$ cat src/rtl/pipeline_pkg.sv
// Shared definitions for the 5-stage pipeline control logic: hazard FSM
// state encoding, EX-stage forward-select codes and the register specifier width.
package pipeline_pkg;

  localparam int REG_ADDR_WIDTH = 2;

  typedef enum logic [1:0] {
    RUN      = 2'd0,
    MEM_WAIT = 2'd1,
    HALT     = 2'd2
  } hz_state_e;

  localparam logic [1:0] FWD_RF  = 2'b00;
  localparam logic [1:0] FWD_MEM = 2'b10;
  localparam logic [1:0] FWD_WB  = 2'b01;

endpackage

$ cat src/rtl/sat_counter.sv
// Up-counter that sticks at all-ones; used for the pipeline stall/flush
// performance counters.
module sat_counter #(
  parameter int WIDTH = 16
) (
  input  logic             i_clk,
  input  logic             i_rst,
  input  logic             i_inc,
  output logic [WIDTH-1:0] o_cnt
);

  logic [WIDTH-1:0] cnt_q;
  logic [WIDTH-1:0] cnt_d;

  // NOTE: next-state defaults to the current value first, so no path leaves cnt_d unassigned (no latch).
  always_comb begin
    cnt_d = cnt_q;
    if (i_inc && (cnt_q != '1)) begin
      cnt_d = cnt_q + WIDTH'(1);
    end
  end

  // NOTE: state registers use non-blocking assignments so every flop samples pre-edge values.
  always_ff @(posedge i_clk or posedge i_rst) begin
    if (i_rst) begin
      cnt_q <= '0;
    end else begin
      cnt_q <= cnt_d;
    end
  end

  assign o_cnt = cnt_q;

endmodule

$ cat src/rtl/pipeline_hazard_ctrl.sv
// Hazard/sequencing controller: EX forwarding, load-use stall, branch flush,
// and a global freeze with a memory-wait FSM that halts on a stuck access.
module pipeline_hazard_ctrl #(
  parameter int REG_ADDR_WIDTH = pipeline_pkg::REG_ADDR_WIDTH,
  parameter int MEM_TIMEOUT    = 15,
  parameter int CNT_WIDTH      = 16
) (
  input  logic                      i_clk,
  input  logic                      i_rst,
  input  logic [REG_ADDR_WIDTH-1:0] i_rs1_D,
  input  logic [REG_ADDR_WIDTH-1:0] i_rs2_D,
  input  logic [REG_ADDR_WIDTH-1:0] i_rs1_E,
  input  logic [REG_ADDR_WIDTH-1:0] i_rs2_E,
  input  logic [REG_ADDR_WIDTH-1:0] i_rd_E,
  input  logic                      i_regWrite_E,
  input  logic                      i_memRead_E,
  input  logic                      i_branch_taken_E,
  input  logic [REG_ADDR_WIDTH-1:0] i_rd_M,
  input  logic [REG_ADDR_WIDTH-1:0] i_rd_W,
  input  logic                      i_regWrite_M,
  input  logic                      i_regWrite_W,
  input  logic                      i_mem_req_M,
  input  logic                      i_mem_ack,
  output logic                      o_stallF,
  output logic                      o_stallD,
  output logic                      o_flushD,
  output logic                      o_flushE,
  output logic                      o_freeze,
  output logic [1:0]                o_fwdA_E,
  output logic [1:0]                o_fwdB_E,
  output logic                      o_mem_timeout,
  output logic                      o_halted,
  output logic [CNT_WIDTH-1:0]      o_stall_cnt,
  output logic [CNT_WIDTH-1:0]      o_flush_cnt
);

  import pipeline_pkg::*;

  localparam int                WAIT_W    = (MEM_TIMEOUT > 2) ? $clog2(MEM_TIMEOUT) : 1;
  localparam logic [WAIT_W-1:0] WAIT_LAST = WAIT_W'(MEM_TIMEOUT - 1);

  hz_state_e         state_q, state_d;
  logic [WAIT_W-1:0] wait_cnt_q, wait_cnt_d;
  logic              mem_timeout_q, mem_timeout_d;

  logic mem_stuck;
  logic load_use;
  logic stall_inc;
  logic flush_inc;

  assign mem_stuck = i_mem_req_M & ~i_mem_ack;
  assign load_use  = i_memRead_E & i_regWrite_E &
                     ((i_rd_E == i_rs1_D) | (i_rd_E == i_rs2_D));

  // Memory-wait FSM; wait_cnt counts consecutive un-acked cycles.
  always_comb begin
    state_d       = state_q;
    wait_cnt_d    = wait_cnt_q;
    case (state_q)
      RUN: begin
        if (mem_stuck) begin
          state_d    = MEM_WAIT;
          wait_cnt_d = wait_cnt_q + WAIT_W'(1);
        end else begin
          wait_cnt_d = '0;
        end
      end
      MEM_WAIT: begin
        if (!mem_stuck) begin
          state_d    = RUN;
          wait_cnt_d = '0;
        end else if (wait_cnt_q == WAIT_LAST) begin
          state_d    = HALT;
        end else begin
          wait_cnt_d = wait_cnt_q + WAIT_W'(1);
        end
      end
      default: state_d = HALT;
    endcase
    mem_timeout_d = (state_d == HALT) && (state_q != HALT);
  end

  always_ff @(posedge i_clk or posedge i_rst) begin
    if (i_rst) begin
      state_q       <= RUN;
      wait_cnt_q    <= '0;
      mem_timeout_q <= 1'b0;
    end else begin
      state_q       <= state_d;
      wait_cnt_q    <= wait_cnt_d;
      mem_timeout_q <= mem_timeout_d;
    end
  end

  // Combinational hazard outputs; priority is halt > freeze > branch > load-use.
  always_comb begin
    o_stallF  = 1'b0;
    o_stallD  = 1'b0;
    o_flushD  = 1'b0;
    o_flushE  = 1'b0;
    o_freeze  = 1'b0;
    o_fwdA_E  = FWD_RF;
    o_fwdB_E  = FWD_RF;
    stall_inc = 1'b0;
    flush_inc = 1'b0;
    if (!i_rst) begin
      if (state_q == HALT) begin
        o_freeze = 1'b1;
      end else begin
        if (i_regWrite_M && (i_rd_M == i_rs1_E))      o_fwdA_E = FWD_MEM;
        else if (i_regWrite_W && (i_rd_W == i_rs1_E)) o_fwdA_E = FWD_WB;
        if (i_regWrite_M && (i_rd_M == i_rs2_E))      o_fwdB_E = FWD_MEM;
        else if (i_regWrite_W && (i_rd_W == i_rs2_E)) o_fwdB_E = FWD_WB;

        if (mem_stuck) begin
          o_freeze  = 1'b1;
          stall_inc = 1'b1;
        end else if (i_branch_taken_E) begin
          o_flushD  = 1'b1;
          o_flushE  = 1'b1;
          flush_inc = 1'b1;
        end else if (load_use) begin
          o_stallF  = 1'b1;
          o_stallD  = 1'b1;
          o_flushE  = 1'b1;
          stall_inc = 1'b1;
        end
      end
    end
  end

  assign o_mem_timeout = mem_timeout_q;
  assign o_halted      = (state_q == HALT);

  sat_counter #(.WIDTH(CNT_WIDTH)) u_stall_cnt (
    .i_clk (i_clk),
    .i_rst (i_rst),
    .i_inc (stall_inc),
    .o_cnt (o_stall_cnt)
  );

  sat_counter #(.WIDTH(CNT_WIDTH)) u_flush_cnt (
    .i_clk (i_clk),
    .i_rst (i_rst),
    .i_inc (flush_inc),
    .o_cnt (o_flush_cnt)
  );

endmodule
$ cat config.mk
export PLATFORM = sky130hd
export DESIGN_NAME = pipeline_hazard_ctrl
export DESIGN_NICKNAME = d
export VERILOG_FILES = /design/src/rtl/pipeline_pkg.sv /design/src/rtl/sat_counter.sv /design/src/rtl/pipeline_hazard_ctrl.sv
export SDC_FILE = /design/constraint.sdc
export NUM_CORES = 1
export LEC_CHECK = 0
export ABC_AREA = 1
export CAP_MARGIN = 10
export CORE_ASPECT_RATIO = 1.75
export CORE_MARGIN = 5
export CORE_UTILIZATION = 30
export DETAILED_ROUTE_END_ITERATION = 10
export HOLD_SLACK_MARGIN = 0.03
export PLACE_DENSITY = 0.56
export SYNTH_ARGS = -nofsm -noshare
export SYNTH_HDL_FRONTEND = slang
export SYNTH_HIERARCHICAL = 1
export SYNTH_SLANG_ARGS = --single-unit
$ cat constraint.sdc
create_clock -name i_clk -period 2.2 [get_ports i_clk]
set_input_delay 0.44 -clock i_clk [delete_from_list [all_inputs] [get_ports i_clk]]
set_output_delay 0.44 -clock i_clk [all_outputs]
set_load 0.05 [all_outputs]
==> impl_metrics.yaml <==
die:
  core_area_um2: 9040
  die_w_um: 82.6
  start_util_pct: 30.6
  dieArea_um2: 11300
  rows: 46
  dieHeight_um: 137
  ioPinCount: 66
timing:
  worst_pin_slew_ns: 0.526
  clock.fmax_mhz: 478
  period_needed_ns: 2.09
  period_share_pct: 95.2
  finalMaxSlewViolations: 0
  skew_ns: 0.00444
  setup_ws_ns: 0.106
  slew-limit-headroom_pct: 64.8
  setup_viol: 0
  finalSetupTns_ns: 0
  hold_violations: 0
  rsz0062_at_grt: "yes"
cells_and_area:
  design_area_um2: 3910
  seq_area_um2: 976
  multi_input_area_um2: 1590
  nets: 505
  layout_commonest_cell: "nand2_1"
  areaGrowthSynthToFinish_pct: 41.2
  layout_common_cells: "nand2_1, clkdlybuf4s50_1, inv_1"
  drive_above_1_share_pct: 18.4
  diodes: 0
  num-fill-cells: 930
logic_synthesis:
  synthCells: 397
  syn_avg_cell_area_um2: 6.97
  async_flop_share_pct: 100
  synth.area.top_cells: "dfrtp_1, nand2_1, inv_1"
  ys.flop_type: "dfrtp_1"
  synth_edf_count: 0
  ys_ff_latch: 39
  synth_top_area_share_pct: 35.3
  yosysWarningCount: 6
  syn_nets: 424
  netlist_area_um2: 2770
  synth_area_leader_cell: "dfrtp_1"
  ys_seq_area_share_pct: 35.3
  yosys.cell_types.count: 24
clocking:
  cts_tree: "built"
  clock_sinks: 39
  clock_path_buffers: 2
  clk_transition_reported_paths_ns: 0.06
  cts_hold_buf: 0
  clock-root-buffer: "clkbuf_16"
  numCtsBuffers: 5
  clock_latency_ns: 0.28
  htreeDepth: 2
place:
  dpl.hpwl_um: 5900
  pre_cts_slack_ns: -0.152
  dpl_cell_area_um2: 3740
  io_buffers: 65
  gp_congestion: 0.846
critical_path:
  endpoint_kind: "output port"
  r2r_setup_slack_ns: 0.47
  cp-endpoint: "o_fwdB_E[0]"
  crit_type: "primary input to output port"
  crit_slowest_cell: "clkdlybuf4s50_1"
  cp-startpoint: "i_rst"
  cp-start-kind: "primary input"
  critPathMaxFanout: 3
  worstPathCellList: "clkdlybuf4s50_1 > nor2_2 > inv_1 > nor2_2 > nand3_1 > nor2_2 > buf_12"
  rr_worst_depth: 8
  cp_common_cell: "nor2_2"
  r2r_end: "u_flush_cnt/o_cnt[14]$_DFFE_PP0P_"
  cp.required_ns: 1.76
  slowest_delay_ns: 0.47
  worstPathArrival_ns: 1.65
  reg2reg_from: "u_flush_cnt/o_cnt[0]$_DFFE_PP0P_"
global_route:
  grt_pass1_vias: 2654
  grt.overflow.total: 0
  grt_max_degree: 17
  grt_first_pass_wirelength_um: 12200
  antenna_found_initial: 0
  grt_usage_pct: 14.0
power_and_ir_drop:
  leakage_nw: 1.77
  p_per_area_nw_per_um2: 426
  ir_drop_uv: 290
routing:
  routed_wl_um: 7300
  vias: 2710
  drtPass1Iterations: 4
  routed_via_density: 4.52
  route.detailed.drc: 0
  wl_per_cell_um: 12.2
  drtIter0Drc: 68
  ant_nets: 0
job:
  cap_violations: 0
worst_hold_path:
  hp-class: "flip-flop to flip-flop"
outcome:
  outcome: "completed"
## power breakdown
group | switching, W | leakage (nW) | total, W | internal (W)
Sequential | 0.0000166 | 0.479 | 0.000745 | 0.000729
Clock | 0.000283 | 0.0679 | 0.000702 | 0.000419
Combinational | 0.000123 | 1.22 | 0.000217 | 0.0000938
Total | 0.000422 | 1.77 | 0.00166 | 0.00124
## what timing repair did
| action | CTS | global route |
|---|---|---|
| endpoints found under the setup margin | 0 | 9 |
| gates resized for setup | 0 | 10 |
| buffers inserted | 0 | 0 |
| endpoints found under the hold margin | 0 | 0 |
## flip-flops by register name (all words and copies together) (netlist names)
register and count:
o_mem_timeout 1, state_q 2, u_flush_cnt/o_cnt 16, u_stall_cnt/o_cnt 16, wait_cnt_q 4
## worst max-delay path, delay by kind of cell
| family | cells | cell delay (ns) |
|---|---|---|
| buffers and inverters | 3 | 0.72 |
| AND/OR/NAND/NOR | 4 | 0.49 |
## per-stage QoR
stage	hold WS [ns]	cells	util (%)	total power, W
finish	0.541	599	43.3	0.00166
global route	0.574	599	43.3	0.00174
CTS	0.553	599	42.9	0.00169
detailed placement	0.536	591	41.4	0.000975
global placement	0.514	591	41.4	0.000971
floorplan	0.252	397	-	0.000872
## layer usage
| layer | track usage (%) | routed length, um | part of all wire [%] |
|---|---|---|---|
| met3 | 2.83 | 358 | 4.9 |
| met1 | 14.2 | 2700 | 37 |
| met2 | 27.1 | 4120 | 56 |
| met5 | 0 | 0 | 0 |
| met4 | 5.18 | 126 | 1.7 |
## logic make-up (layout without fill, tap and decap cells)
kind of cell | after synthesis | in the layout | synth area share [%]
buffers and inverters | 57 | 139 | 8.68
xor gates and xnor gates | 14 | 14 | 4.43
adders and majority gates | 4 | 4 | 1.81
and+or+nand+nor | 254 | 254 | 42.3
DFF | 39 | 39 | 35.3
AOI/OAI and AO/OA | 29 | 29 | 7.50
## cell usage after synthesis, types with 2 or more instances
cell type	n
a21oi_1	2
nor2_2	8
nor2_1	42
nand2_1	140
inv_1	50
nand3_1	23
nand2_2	12
inv_2	4
o21ai_2	12
nand3b_1	4
o21ai_0	4
nor2_4	11
buf_8	2
nand4_1	13
dfrtp_1	39
xor2_1	7
ha_1	4
o21ai_1	8
xnor2_1	7
## layout make-up
type | instances | share of cell area [%]
clock buffer | 7 | 3.39
timing repair buffer | 77 | 21.9
clock inverter | 1 | 0.128
sequential | 39 | 25.0
tap | 120 | 3.84
multi-input combinational | 301 | 40.6
inverter | 54 | 5.19
## worst min path at each step
| stage | start | end | slack, ns | depth (start not counted) |
|---|---|---|---|---|
| finish | u_stall_cnt/o_cnt[1]$_DFFE_PP0P_ | u_stall_cnt/o_cnt[1]$_DFFE_PP0P_ | 0.54 | 2 |
| global placement | u_stall_cnt/o_cnt[1]$_DFFE_PP0P_ | u_stall_cnt/o_cnt[1]$_DFFE_PP0P_ | 0.51 | 2 |
| detailed placement | u_stall_cnt/o_cnt[1]$_DFFE_PP0P_ | u_stall_cnt/o_cnt[1]$_DFFE_PP0P_ | 0.54 | 2 |
| global route | u_stall_cnt/o_cnt[1]$_DFFE_PP0P_ | u_stall_cnt/o_cnt[1]$_DFFE_PP0P_ | 0.57 | 2 |
| CTS | u_stall_cnt/o_cnt[1]$_DFFE_PP0P_ | u_stall_cnt/o_cnt[1]$_DFFE_PP0P_ | 0.55 | 2 |
| floorplan | i_rst | o_mem_timeout$_DFF_PP0_ | 0.25 | 1 |
(Power assumes the default switching activity.)
